$ cat src/rtl/riscv_instr_mem_arbiter_if.sv
// Bundles the requester, memory and status signals of the instruction-memory arbiter.
// The slave modport is the arbiter's view; master is the surrounding environment.
interface riscv_instr_mem_arbiter_if #(
  parameter int RDATA_WIDTH = 32
);
  logic                   p0_req_i;
  logic [31:0]            p0_addr_i;
  logic                   p0_gnt_o;
  logic                   p0_rvalid_o;
  logic                   p0_err_pmp_o;
  logic                   p1_req_i;
  logic [31:0]            p1_addr_i;
  logic                   p1_gnt_o;
  logic                   p1_rvalid_o;
  logic                   p1_err_pmp_o;
  logic [RDATA_WIDTH-1:0] rdata_o;
  logic                   instr_req_o;
  logic [31:0]            instr_addr_o;
  logic                   instr_gnt_i;
  logic [RDATA_WIDTH-1:0] instr_rdata_i;
  logic                   instr_rvalid_i;
  logic                   instr_err_pmp_i;
  logic                   busy_o;
  logic                   proto_err_o;

  modport slave (
    input  p0_req_i, p0_addr_i, p1_req_i, p1_addr_i,
    input  instr_gnt_i, instr_rdata_i, instr_rvalid_i, instr_err_pmp_i,
    output p0_gnt_o, p0_rvalid_o, p0_err_pmp_o,
    output p1_gnt_o, p1_rvalid_o, p1_err_pmp_o,
    output rdata_o, instr_req_o, instr_addr_o, busy_o, proto_err_o
  );

  modport master (
    output p0_req_i, p0_addr_i, p1_req_i, p1_addr_i,
    output instr_gnt_i, instr_rdata_i, instr_rvalid_i, instr_err_pmp_i,
    input  p0_gnt_o, p0_rvalid_o, p0_err_pmp_o,
    input  p1_gnt_o, p1_rvalid_o, p1_err_pmp_o,
    input  rdata_o, instr_req_o, instr_addr_o, busy_o, proto_err_o
  );
endinterface

$ cat src/rtl/riscv_instr_mem_arbiter.sv
// Two-port req/gnt/rvalid arbiter for the instruction memory: port 0 has priority, port 1
// has a starvation guard; an owner FIFO steers in-order responses back with zero latency.
module riscv_instr_mem_arbiter #(
  parameter int RDATA_WIDTH     = 32,
  parameter int MAX_OUTSTANDING = 2,
  parameter int STARVE_LIMIT    = 8
) (
  input logic                     clk,
  input logic                     rst_n,
  riscv_instr_mem_arbiter_if.slave bus
);
  localparam int CNT_W = $clog2(MAX_OUTSTANDING + 1);
  localparam int ST_W  = $clog2(STARVE_LIMIT + 1);
  localparam int PTR_W = (MAX_OUTSTANDING > 1) ? $clog2(MAX_OUTSTANDING) : 1;

  typedef enum logic [1:0] {ARB, LOCK0, LOCK1} state_e;

  state_e                     state_q, state_d;
  logic [31:0]                lock_addr_q, lock_addr_d;
  logic [MAX_OUTSTANDING-1:0] fifo_q, fifo_d;
  logic [PTR_W-1:0]           wr_ptr_q, wr_ptr_d;
  logic [PTR_W-1:0]           rd_ptr_q, rd_ptr_d;
  logic [CNT_W-1:0]           count_q, count_d;
  logic [ST_W-1:0]            starve_q, starve_d;
  logic                       proto_err_q, proto_err_d;

  logic                   sel_vld;
  logic                   sel_owner;
  logic [31:0]            sel_addr;
  logic                   full;
  logic                   req;
  logic                   gnt_fire;
  logic                   push;
  logic                   pop;
  logic                   head_owner;
  logic [RDATA_WIDTH-1:0] rdata;

  function automatic logic [PTR_W-1:0] ptr_inc(input logic [PTR_W-1:0] p);
    return (p == PTR_W'(MAX_OUTSTANDING - 1)) ? '0 : p + 1'b1;
  endfunction

  // A locked state keeps presenting the frozen owner/address until memory grants it.
  always_comb begin
    sel_vld   = 1'b0;
    sel_owner = 1'b0;
    sel_addr  = '0;
    case (state_q)
      LOCK0: begin
        sel_vld  = 1'b1;
        sel_addr = lock_addr_q;
      end
      LOCK1: begin
        sel_vld   = 1'b1;
        sel_owner = 1'b1;
        sel_addr  = lock_addr_q;
      end
      default: begin
        if (bus.p1_req_i && (starve_q == ST_W'(STARVE_LIMIT) || !bus.p0_req_i)) begin
          sel_vld   = 1'b1;
          sel_owner = 1'b1;
          sel_addr  = bus.p1_addr_i;
        end else if (bus.p0_req_i) begin
          sel_vld  = 1'b1;
          sel_addr = bus.p0_addr_i;
        end
      end
    endcase
  end

  // Full is judged on the registered count, so a same-cycle pop does not reopen the port.
  assign full       = (count_q == CNT_W'(MAX_OUTSTANDING));
  assign req        = sel_vld & ~full;
  assign gnt_fire   = bus.instr_gnt_i & req;
  assign push       = gnt_fire & ~bus.instr_err_pmp_i;
  assign pop        = bus.instr_rvalid_i & (count_q != '0);
  assign head_owner = fifo_q[rd_ptr_q];
  assign rdata      = bus.instr_rdata_i;

  assign bus.instr_req_o  = req;
  assign bus.instr_addr_o = sel_addr;
  assign bus.p0_gnt_o     = gnt_fire & ~sel_owner;
  assign bus.p1_gnt_o     = gnt_fire & sel_owner;
  assign bus.p0_err_pmp_o = bus.instr_err_pmp_i & bus.p0_gnt_o;
  assign bus.p1_err_pmp_o = bus.instr_err_pmp_i & bus.p1_gnt_o;
  assign bus.p0_rvalid_o  = pop & ~head_owner;
  assign bus.p1_rvalid_o  = pop & head_owner;
  assign bus.rdata_o      = rdata;
  assign bus.busy_o       = (count_q != '0) | req;
  assign bus.proto_err_o  = proto_err_q;

  always_comb begin
    state_d     = state_q;
    lock_addr_d = lock_addr_q;
    fifo_d      = fifo_q;
    wr_ptr_d    = wr_ptr_q;
    rd_ptr_d    = rd_ptr_q;
    count_d     = count_q;
    starve_d    = starve_q;
    proto_err_d = proto_err_q | (bus.instr_rvalid_i & (count_q == '0));

    case (state_q)
      LOCK0, LOCK1: if (bus.instr_gnt_i) state_d = ARB;
      default: begin
        if (req && !bus.instr_gnt_i) begin
          state_d     = sel_owner ? LOCK1 : LOCK0;
          lock_addr_d = sel_addr;
        end
      end
    endcase

    if (push) begin
      fifo_d[wr_ptr_q] = sel_owner;
      wr_ptr_d         = ptr_inc(wr_ptr_q);
    end
    if (pop) rd_ptr_d = ptr_inc(rd_ptr_q);
    case ({push, pop})
      2'b10:   count_d = count_q + 1'b1;
      2'b01:   count_d = count_q - 1'b1;
      default: count_d = count_q;
    endcase

    if (bus.p1_req_i && !bus.p1_gnt_o) begin
      starve_d = (starve_q == ST_W'(STARVE_LIMIT)) ? starve_q : starve_q + 1'b1;
    end else begin
      starve_d = '0;
    end
  end

  always_ff @(posedge clk or negedge rst_n) begin
    if (!rst_n) begin
      state_q     <= ARB;
      lock_addr_q <= '0;
      fifo_q      <= '0;
      wr_ptr_q    <= '0;
      rd_ptr_q    <= '0;
      count_q     <= '0;
      starve_q    <= '0;
      proto_err_q <= 1'b0;
    end else begin
      state_q     <= state_d;
      lock_addr_q <= lock_addr_d;
      fifo_q      <= fifo_d;
      wr_ptr_q    <= wr_ptr_d;
      rd_ptr_q    <= rd_ptr_d;
      count_q     <= count_d;
      starve_q    <= starve_d;
      proto_err_q <= proto_err_d;
    end
  end
endmodule

$ cat src/flat_wrapper.sv
// flat-port wrapper written by rule: the top's interface ports become plain ports
module riscv_instr_mem_arbiter_flat 
#(
  parameter int RDATA_WIDTH     = 32,
  parameter int MAX_OUTSTANDING = 2,
  parameter int STARVE_LIMIT    = 8
)
  (clk, rst_n, bus_p0_req_i, bus_p0_addr_i, bus_p1_req_i, bus_p1_addr_i, bus_instr_gnt_i, bus_instr_rdata_i, bus_instr_rvalid_i, bus_instr_err_pmp_i, bus_p0_gnt_o, bus_p0_rvalid_o, bus_p0_err_pmp_o, bus_p1_gnt_o, bus_p1_rvalid_o, bus_p1_err_pmp_o, bus_rdata_o, bus_instr_req_o, bus_instr_addr_o, bus_busy_o, bus_proto_err_o);
  riscv_instr_mem_arbiter_if #(.RDATA_WIDTH(RDATA_WIDTH)) bus_i ();
  input logic clk;
  input logic rst_n;
  input wire logic [$bits(bus_i.p0_req_i)-1:0] bus_p0_req_i;
  input wire logic [$bits(bus_i.p0_addr_i)-1:0] bus_p0_addr_i;
  input wire logic [$bits(bus_i.p1_req_i)-1:0] bus_p1_req_i;
  input wire logic [$bits(bus_i.p1_addr_i)-1:0] bus_p1_addr_i;
  input wire logic [$bits(bus_i.instr_gnt_i)-1:0] bus_instr_gnt_i;
  input wire logic [$bits(bus_i.instr_rdata_i)-1:0] bus_instr_rdata_i;
  input wire logic [$bits(bus_i.instr_rvalid_i)-1:0] bus_instr_rvalid_i;
  input wire logic [$bits(bus_i.instr_err_pmp_i)-1:0] bus_instr_err_pmp_i;
  output wire logic [$bits(bus_i.p0_gnt_o)-1:0] bus_p0_gnt_o;
  output wire logic [$bits(bus_i.p0_rvalid_o)-1:0] bus_p0_rvalid_o;
  output wire logic [$bits(bus_i.p0_err_pmp_o)-1:0] bus_p0_err_pmp_o;
  output wire logic [$bits(bus_i.p1_gnt_o)-1:0] bus_p1_gnt_o;
  output wire logic [$bits(bus_i.p1_rvalid_o)-1:0] bus_p1_rvalid_o;
  output wire logic [$bits(bus_i.p1_err_pmp_o)-1:0] bus_p1_err_pmp_o;
  output wire logic [$bits(bus_i.rdata_o)-1:0] bus_rdata_o;
  output wire logic [$bits(bus_i.instr_req_o)-1:0] bus_instr_req_o;
  output wire logic [$bits(bus_i.instr_addr_o)-1:0] bus_instr_addr_o;
  output wire logic [$bits(bus_i.busy_o)-1:0] bus_busy_o;
  output wire logic [$bits(bus_i.proto_err_o)-1:0] bus_proto_err_o;
  assign bus_i.p0_req_i = bus_p0_req_i;
  assign bus_i.p0_addr_i = bus_p0_addr_i;
  assign bus_i.p1_req_i = bus_p1_req_i;
  assign bus_i.p1_addr_i = bus_p1_addr_i;
  assign bus_i.instr_gnt_i = bus_instr_gnt_i;
  assign bus_i.instr_rdata_i = bus_instr_rdata_i;
  assign bus_i.instr_rvalid_i = bus_instr_rvalid_i;
  assign bus_i.instr_err_pmp_i = bus_instr_err_pmp_i;
  assign bus_p0_gnt_o = bus_i.p0_gnt_o;
  assign bus_p0_rvalid_o = bus_i.p0_rvalid_o;
  assign bus_p0_err_pmp_o = bus_i.p0_err_pmp_o;
  assign bus_p1_gnt_o = bus_i.p1_gnt_o;
  assign bus_p1_rvalid_o = bus_i.p1_rvalid_o;
  assign bus_p1_err_pmp_o = bus_i.p1_err_pmp_o;
  assign bus_rdata_o = bus_i.rdata_o;
  assign bus_instr_req_o = bus_i.instr_req_o;
  assign bus_instr_addr_o = bus_i.instr_addr_o;
  assign bus_busy_o = bus_i.busy_o;
  assign bus_proto_err_o = bus_i.proto_err_o;
  riscv_instr_mem_arbiter #(.RDATA_WIDTH(RDATA_WIDTH), .MAX_OUTSTANDING(MAX_OUTSTANDING), .STARVE_LIMIT(STARVE_LIMIT)) u_core (.clk(clk), .rst_n(rst_n), .bus(bus_i));
endmodule
$ cat config.mk
export PLATFORM = sky130hd
export DESIGN_NAME = riscv_instr_mem_arbiter_flat
export DESIGN_NICKNAME = d
export VERILOG_FILES = /design/src/rtl/riscv_instr_mem_arbiter_if.sv /design/src/rtl/riscv_instr_mem_arbiter.sv /design/src/flat_wrapper.sv
export SDC_FILE = /design/constraint.sdc
export NUM_CORES = 1
export LEC_CHECK = 0
export BUFFER_PORTS_ARGS = -buffer_cell sky130_fd_sc_hd__buf_2
export CORE_MARGIN = 2
export CORE_UTILIZATION = 40
export CTS_CLUSTER_SIZE = 28
export DETAILED_ROUTE_END_ITERATION = 16
export PLACE_DENSITY = 0.7
export SLEW_MARGIN = 20
export SYNTH_ARGS = -nofsm -noshare
export SYNTH_HDL_FRONTEND = slang
export SYNTH_SLANG_ARGS = --single-unit
$ cat constraint.sdc
create_clock -name clk -period 4.2 [get_ports clk]
set_clock_uncertainty 0.15 [all_clocks]
set_input_delay 0.21 -clock clk [delete_from_list [all_inputs] [get_ports clk]]
set_output_delay 0.21 -clock clk [all_outputs]
set_load 0.005 [all_outputs]
== Yosys cells after proc, flatten, opt, wreduce, memory -nomap -nowiden ==
Cells that the tools add are included.
Word-level totals
  register bits after elaboration: 45
  word-level logic and storage cells: 79
Operators by class
  add/subtract/negate cells: 5
  magnitude comparators: 3
  eq/ne operators: 8
  multiplexer cells: 22
  bitwise logic cells: 18
  reductions and logical operators: 15
Operator list (number)
  $mux W32: 3
  $and A1 B1 Y1: 11
  $mux W1: 9
  $mux W2: 4
  $mux W4: 2
  $eq A2 B2 Y1 const B: 3
  $reduce_bool A2 Y1: 3
  $not A1 Y1: 5
  $add A4 B1 Y4 const B: 1
  $eq A2 B1 Y1 const B: 2
  $eq A4 B4 Y1 const B: 1
  $logic_and A1 B1 Y1: 4
  $lt A1 B2 Y1 const B: 2
  $pmux W2 S2: 1
  $reduce_and A2 Y1: 2
  $logic_not A1 Y1: 3
  $add A1 B1 Y1 const B: 2
  $add A2 B1 Y2 const B: 1
  $bwmux W2: 1
  $logic_not A2 Y1: 1
  $ne A2 B1 Y1 const B: 1
  $ne A2 B2 Y1 const B: 1
  $or A1 B1 Y1: 2
  $pmux W1 S2: 1
  other kinds (5): 5

== Longest topological paths before layout ==
  word-level depth: 11
  gate-level depth with buffers: 9
  depth with buffers taken out: 9

== Worst setup path before layout ==
No wires, ideal clock.
  path kind: reg-to-reg
  from: register u_core.state_q[0]
  to: register u_core.count_q[1]
  setup time: 0.079 ns
  arrival time: 1.763 ns
  path slack: 2.208 ns
  stages on the path, launching flop included: 9
  path buffers: 0
  clock period less this slack: 1.992 ns
  path through: dfrtp_1 > inv_1 > ha_1 > nor3b_2 > nor3_1 > inv_1 > ha_1 > nor2_1 > xor2_1
On the way
  word-level cells in the longest chain between the ends: 8
  elaborated cells on any way between the ends: 11
  classes of those cells: 4 x eq/ne; 2 x mux; 3 x bitwise; 2 x reduce/logical
RTL lines
  from (decl): RTL line riscv_instr_mem_arbiter.sv:18  | state_e state_q, state_d;
  from (signal assigned): RTL line riscv_instr_mem_arbiter.sv:140  | state_q <= state_d;
  $eq A2 B1 Y1 / $eq A2 B2 Y1 (equally long branches): RTL line riscv_instr_mem_arbiter.sv:47  | case (state_q)
  $reduce_or A2 Y1 (no source line) *
  $mux W1 *: RTL line riscv_instr_mem_arbiter.sv:47
  $and A1 B1 Y1 *: RTL line riscv_instr_mem_arbiter.sv:72  | assign req = sel_vld & ~full;
  $and A1 B1 Y1 *: RTL line riscv_instr_mem_arbiter.sv:73  | assign gnt_fire = bus.instr_gnt_i & req;
  $and A1 B1 Y1 *: RTL line riscv_instr_mem_arbiter.sv:74  | assign push = gnt_fire & ~bus.instr_err_pmp_i;
  $eq A2 B1 Y1 / $eq A2 B2 Y1 (equally long branches): RTL line riscv_instr_mem_arbiter.sv:116  | case ({push, pop})
  $pmux W2 S2 / $reduce_bool A2 Y1 (equally long branches)
  to (signal assigned): RTL line riscv_instr_mem_arbiter.sv:145  | count_q <= count_d;
  to (decl): RTL line riscv_instr_mem_arbiter.sv:23  | logic [CNT_W-1:0] count_q, count_d;
Every way passes the cells marked *; elsewhere a longest branch is shown, timed or not.
A chain may end at the register's enable or synchronous reset.

== Worst setup path in the final report ==
  from: register u_core.state_q[1]
  to: output bus_p0_err_pmp_o
On the way
  word-level cells in the longest chain between the ends: 7
  elaborated cells on any way between the ends: 10
  classes of those cells: 2 x eq/ne; 2 x mux; 5 x bitwise; 1 x reduce/logical
RTL lines
  $eq A2 B1 Y1 / $eq A2 B2 Y1 (equally long branches): RTL line riscv_instr_mem_arbiter.sv:47
  $reduce_or A2 Y1 (no source line)
  $mux W1: RTL line riscv_instr_mem_arbiter.sv:47
  $and A1 B1 Y1: RTL line riscv_instr_mem_arbiter.sv:72
  $and A1 B1 Y1: RTL line riscv_instr_mem_arbiter.sv:73
  $and A1 B1 Y1 *: RTL line riscv_instr_mem_arbiter.sv:81  | assign bus.p0_gnt_o = gnt_fire & ~sel_owner;
  $and A1 B1 Y1 *: RTL line riscv_instr_mem_arbiter.sv:83  | assign bus.p0_err_pmp_o = bus.instr_err_pmp_i & bus.p0_gnt_o;
  to (decl): RTL line flat_wrapper.sv:22  | output wire logic [$bits(bus_i.p0_err_pmp_o)-1:0] bus_p0_err_pmp_o;
Marked as above.

==> results.toml <==
[clock_tree]
cts-root-to-sink-buffers = 2
clock_latency_on_the_worst_skew_pair_ns = 0.29
cts_num_sinks = 45
cts.root.buffer_cell = "clkbuf_8"
post-cts-setup-buffer-count = 0
clock_pin_slew_on_the_worst_setup_and_hold_paths_ns = 0.08
cts_resized = 0
cts_max_level = 2
cts_inserted_buffers = 5
tritoncts = "built"

[global_routing]
number_of_antenna_violations_at_the_first_check_in_global_routing = 0
global_route_wire_length_before_repair_um = 16800
maximum_number_of_pins_on_one_net_before_global_route_repair = 54
via_count_of_the_first_global_routing_pass = 3597
groute.usage.overall = 0.201
grt-ovfl-total = 0

[placement]
placement.io_buffers = 111
finalWeightedCongestion = 0.727
dp_hpwl_um = 7010
detailedPlace.worstSlack_ns = 1.24

[synthesis]
yosys.area_share.adder = 0.0132
synth_xor_xnor_area_share = 0.0161
synth-simple-area-share = 0.268
yosys_register_bits = 45
synth_top_family_by_area = "simple AND/OR/NAND/NOR gates"
syn_inst = 416
synth_compound_gate_area_share = 0.262
yosys_warnings = 0
synth.lib_cells_used.distinct = 42
cell_taking_the_most_area_after_synthesis = "dfrtp_1"
synth.cell_area_um2 = 3800
synth_top_cells_by_area = "dfrtp_1, a41oi_2, a31oi_1"
synth.yosys.seq_area_share = 0.296
syn_area_per_cell_um2 = 9.14
yosysTopAreaCellShare = 0.296
synthesis.nets = 523
yosys-mux-area-fraction = 0.0138

[pwr]
cellLeakagePower_nw = 1.67
worst_ir_drop_vdd_v = 0.000381
power.clock.fraction = 0.085
power.switching_mw = 1.52
powerDensity_nw_per_um2 = 757
seq_power_share = 0.241
p_sw_frac = 0.476
p_int_mw = 1.67
logic_pwr_share = 0.675

[cells_and_area]
mostFrequentLayoutCells = "buf_2, nand3_1, a31oi_1, dfrtp_1, nor2b_1"
layout.area.seq_um2 = 1130
n_antenna_cell = 0
nNetsFinal = 573
layout_commonest_cell = "buf_2"
nFillCells = 904
final_core_utilization = 0.457
multi_input_area_um2 = 2200
drive_gt1_frac = 0.350
area_growth_syn_to_layout_pct = 11.1

[timing]
clock.fmax_ghz = 0.305
slew_viol_final = 0
tightest_slew_ns = 1.05
rsz0062_at_grt = "false"
final-hold-violation-count = 0
total_of_endpoints_with_negative_setup_slack_in_the_final_report = 0
worst_slew_margin_rel = 0.302
finalWorstPathRequiredPeriod_ns = 3.28
post-route-worst-setup-slack_ns = 0.922
timing.setup.tns_ns = 0
period_share = 0.780

[setup_path]
crit_path_top_delay_cell = "and2_1"
worstSetupPathType = "flop to primary output"
cp-end-kind = "primary output"
critPathMaxStageDelay_ns = 0.68
required_ns = 3.84
worst-endpoint-arrival_ns = 2.92
critical_path_peak_fanout = 52
critical_path.cell_chain = "ha_4 -> and2_1 -> buf_4 -> a21oi_1 -> nor3b_1 -> buf_2"
cp-start-kind = "flop"

[drt]
post_drt_via_cell_ratio = 6.05
initialDrtViolationCount = 282
routed-via-count = 3601
routedWlPerCell_um = 17.9
drcViolationCount = 0
detail-route-antenna-nets = 0
drt_pass1_iterations = 4
drt_wl_total_um = 10700

[min_path]
worstHoldPathType = "input port to flop"

[status]
status = "finished, final reports clean"

[floorplanning]
die_h_um = 101
initial_utilization = 0.411
num_io_pins = 176
floorplan.die.width_um = 101
die_area_um2 = 10300
rows = 35
core_area_um2 = 9240

[job]
max_cap_viols = 0
[registers in the layout, summed over array words and instances, names as in the netlist]
register                flops
u_core.bus.proto_err_o      1
u_core.rd_ptr_q             1
u_core.lock_addr_q         32
u_core.count_q              2
u_core.fifo_q               2
u_core.wr_ptr_q             1
u_core.starve_q             4
u_core.state_q              2
[power by group through the flow]
stage          Sequential (mW)  Clock, mW  Combinational, mW
2_1_floorplan            0.733          0               1.65
3_3_place_gp             0.763          0               2.09
3_5_place_dp             0.777          0               2.15
4_1_cts                  0.768      0.284               2.16
5_1_grt                  0.798      0.304               2.38
6_report                 0.769      0.270               2.16
[cell type report]
class / count / share of cell area
Multi-Input combinational cell: 288 / 0.520
Sequential cell: 45 / 0.267
Timing Repair Buffer: 119 / 0.148
Tap cell: 129 / 0.0382
Clock buffer: 7 / 0.0205
Inverter: 7 / 0.00622
[path summary, 6_finish.rpt]
path                                         from                     end  slack (ns)  cells past startpoint
max reg2reg                     u_core.state_q[1]        u_core.fifo_q[1]        1.40                      5
min reg2reg                u_core.bus.proto_err_o  u_core.bus.proto_err_o        0.31                      1
min in group asynchronous                   rst_n  u_core.lock_addr_q[18]        0.31                      2
min                             bus_p0_addr_i[25]  u_core.lock_addr_q[25]        0.09                      3
max                             u_core.state_q[1]        bus_p0_err_pmp_o        0.92                      6
max in group asynchronous                   rst_n      u_core.starve_q[2]        3.17                      2
[cell usage after synthesis, drive strengths merged]
cell / instances
inv: 7
a2111oi: 1
a221oi: 1
nor2: 5
nor3: 1
nor2b: 37
a2111o: 1
mux2i: 3
xnor2: 4
a21o: 1
nand2: 5
ha: 4
and2: 1
o21ai: 3
nor4: 1
nand4: 2
nand4b: 33
and3: 2
mux2: 2
nor3b: 2
or3b: 1
nand3: 66
nand3b: 2
and3b: 1
or2: 1
nand2b: 4
a21oi: 1
a211oi: 3
a41oi: 32
dfrtp: 45
xor2: 3
clkbuf: 18
buf: 58
o21a: 1
a31oi: 64
[repair_timing]
action	CTS	global route
endpoints found under the hold margin	46	0
endpoints found under the setup margin	0	0
hold buffers	2	0
[stage by stage]
step                cell area (µm²)  power (mW)  std cells  hold slack, ns
floorplan                      3800        2.38        416          -0.236
detailed placement             4110        2.93        586           0.270
global route                   4220        3.48        595          0.0931
finish                         4220        3.19        595          0.0890
CTS                            4220        3.21        595          0.0849
global placement               4110        2.85        586           0.270
[layer usage]
layer  part of all wire  vias up  wire [µm]  GRT usage
li1                   -     1680          -          -
met1               0.44     1783       4710      0.258
met2               0.49      130       5190      0.346
met3              0.069        8        731     0.0442
met4             0.0034        0         36     0.0478
met5                  0        -          0          0
[cell families after synthesis]
logic type | count (synthesis)
fa+ha+maj | 4
xor+xnor | 7
compound gates | 108
mux | 5
buf+inv | 83
flops | 45
simple gates | 164
[worst max-delay path: cells and delay by family (launching register included)]
family	cells	cell delay (ns)
buffers and inverters	2	0.54
and+or+nand+nor	2	0.91
AOI/OAI and AO/OA	1	0.17
DFF	1	0.42
adders and majority gates	1	0.59
Power figures use the tool's default switching activity.
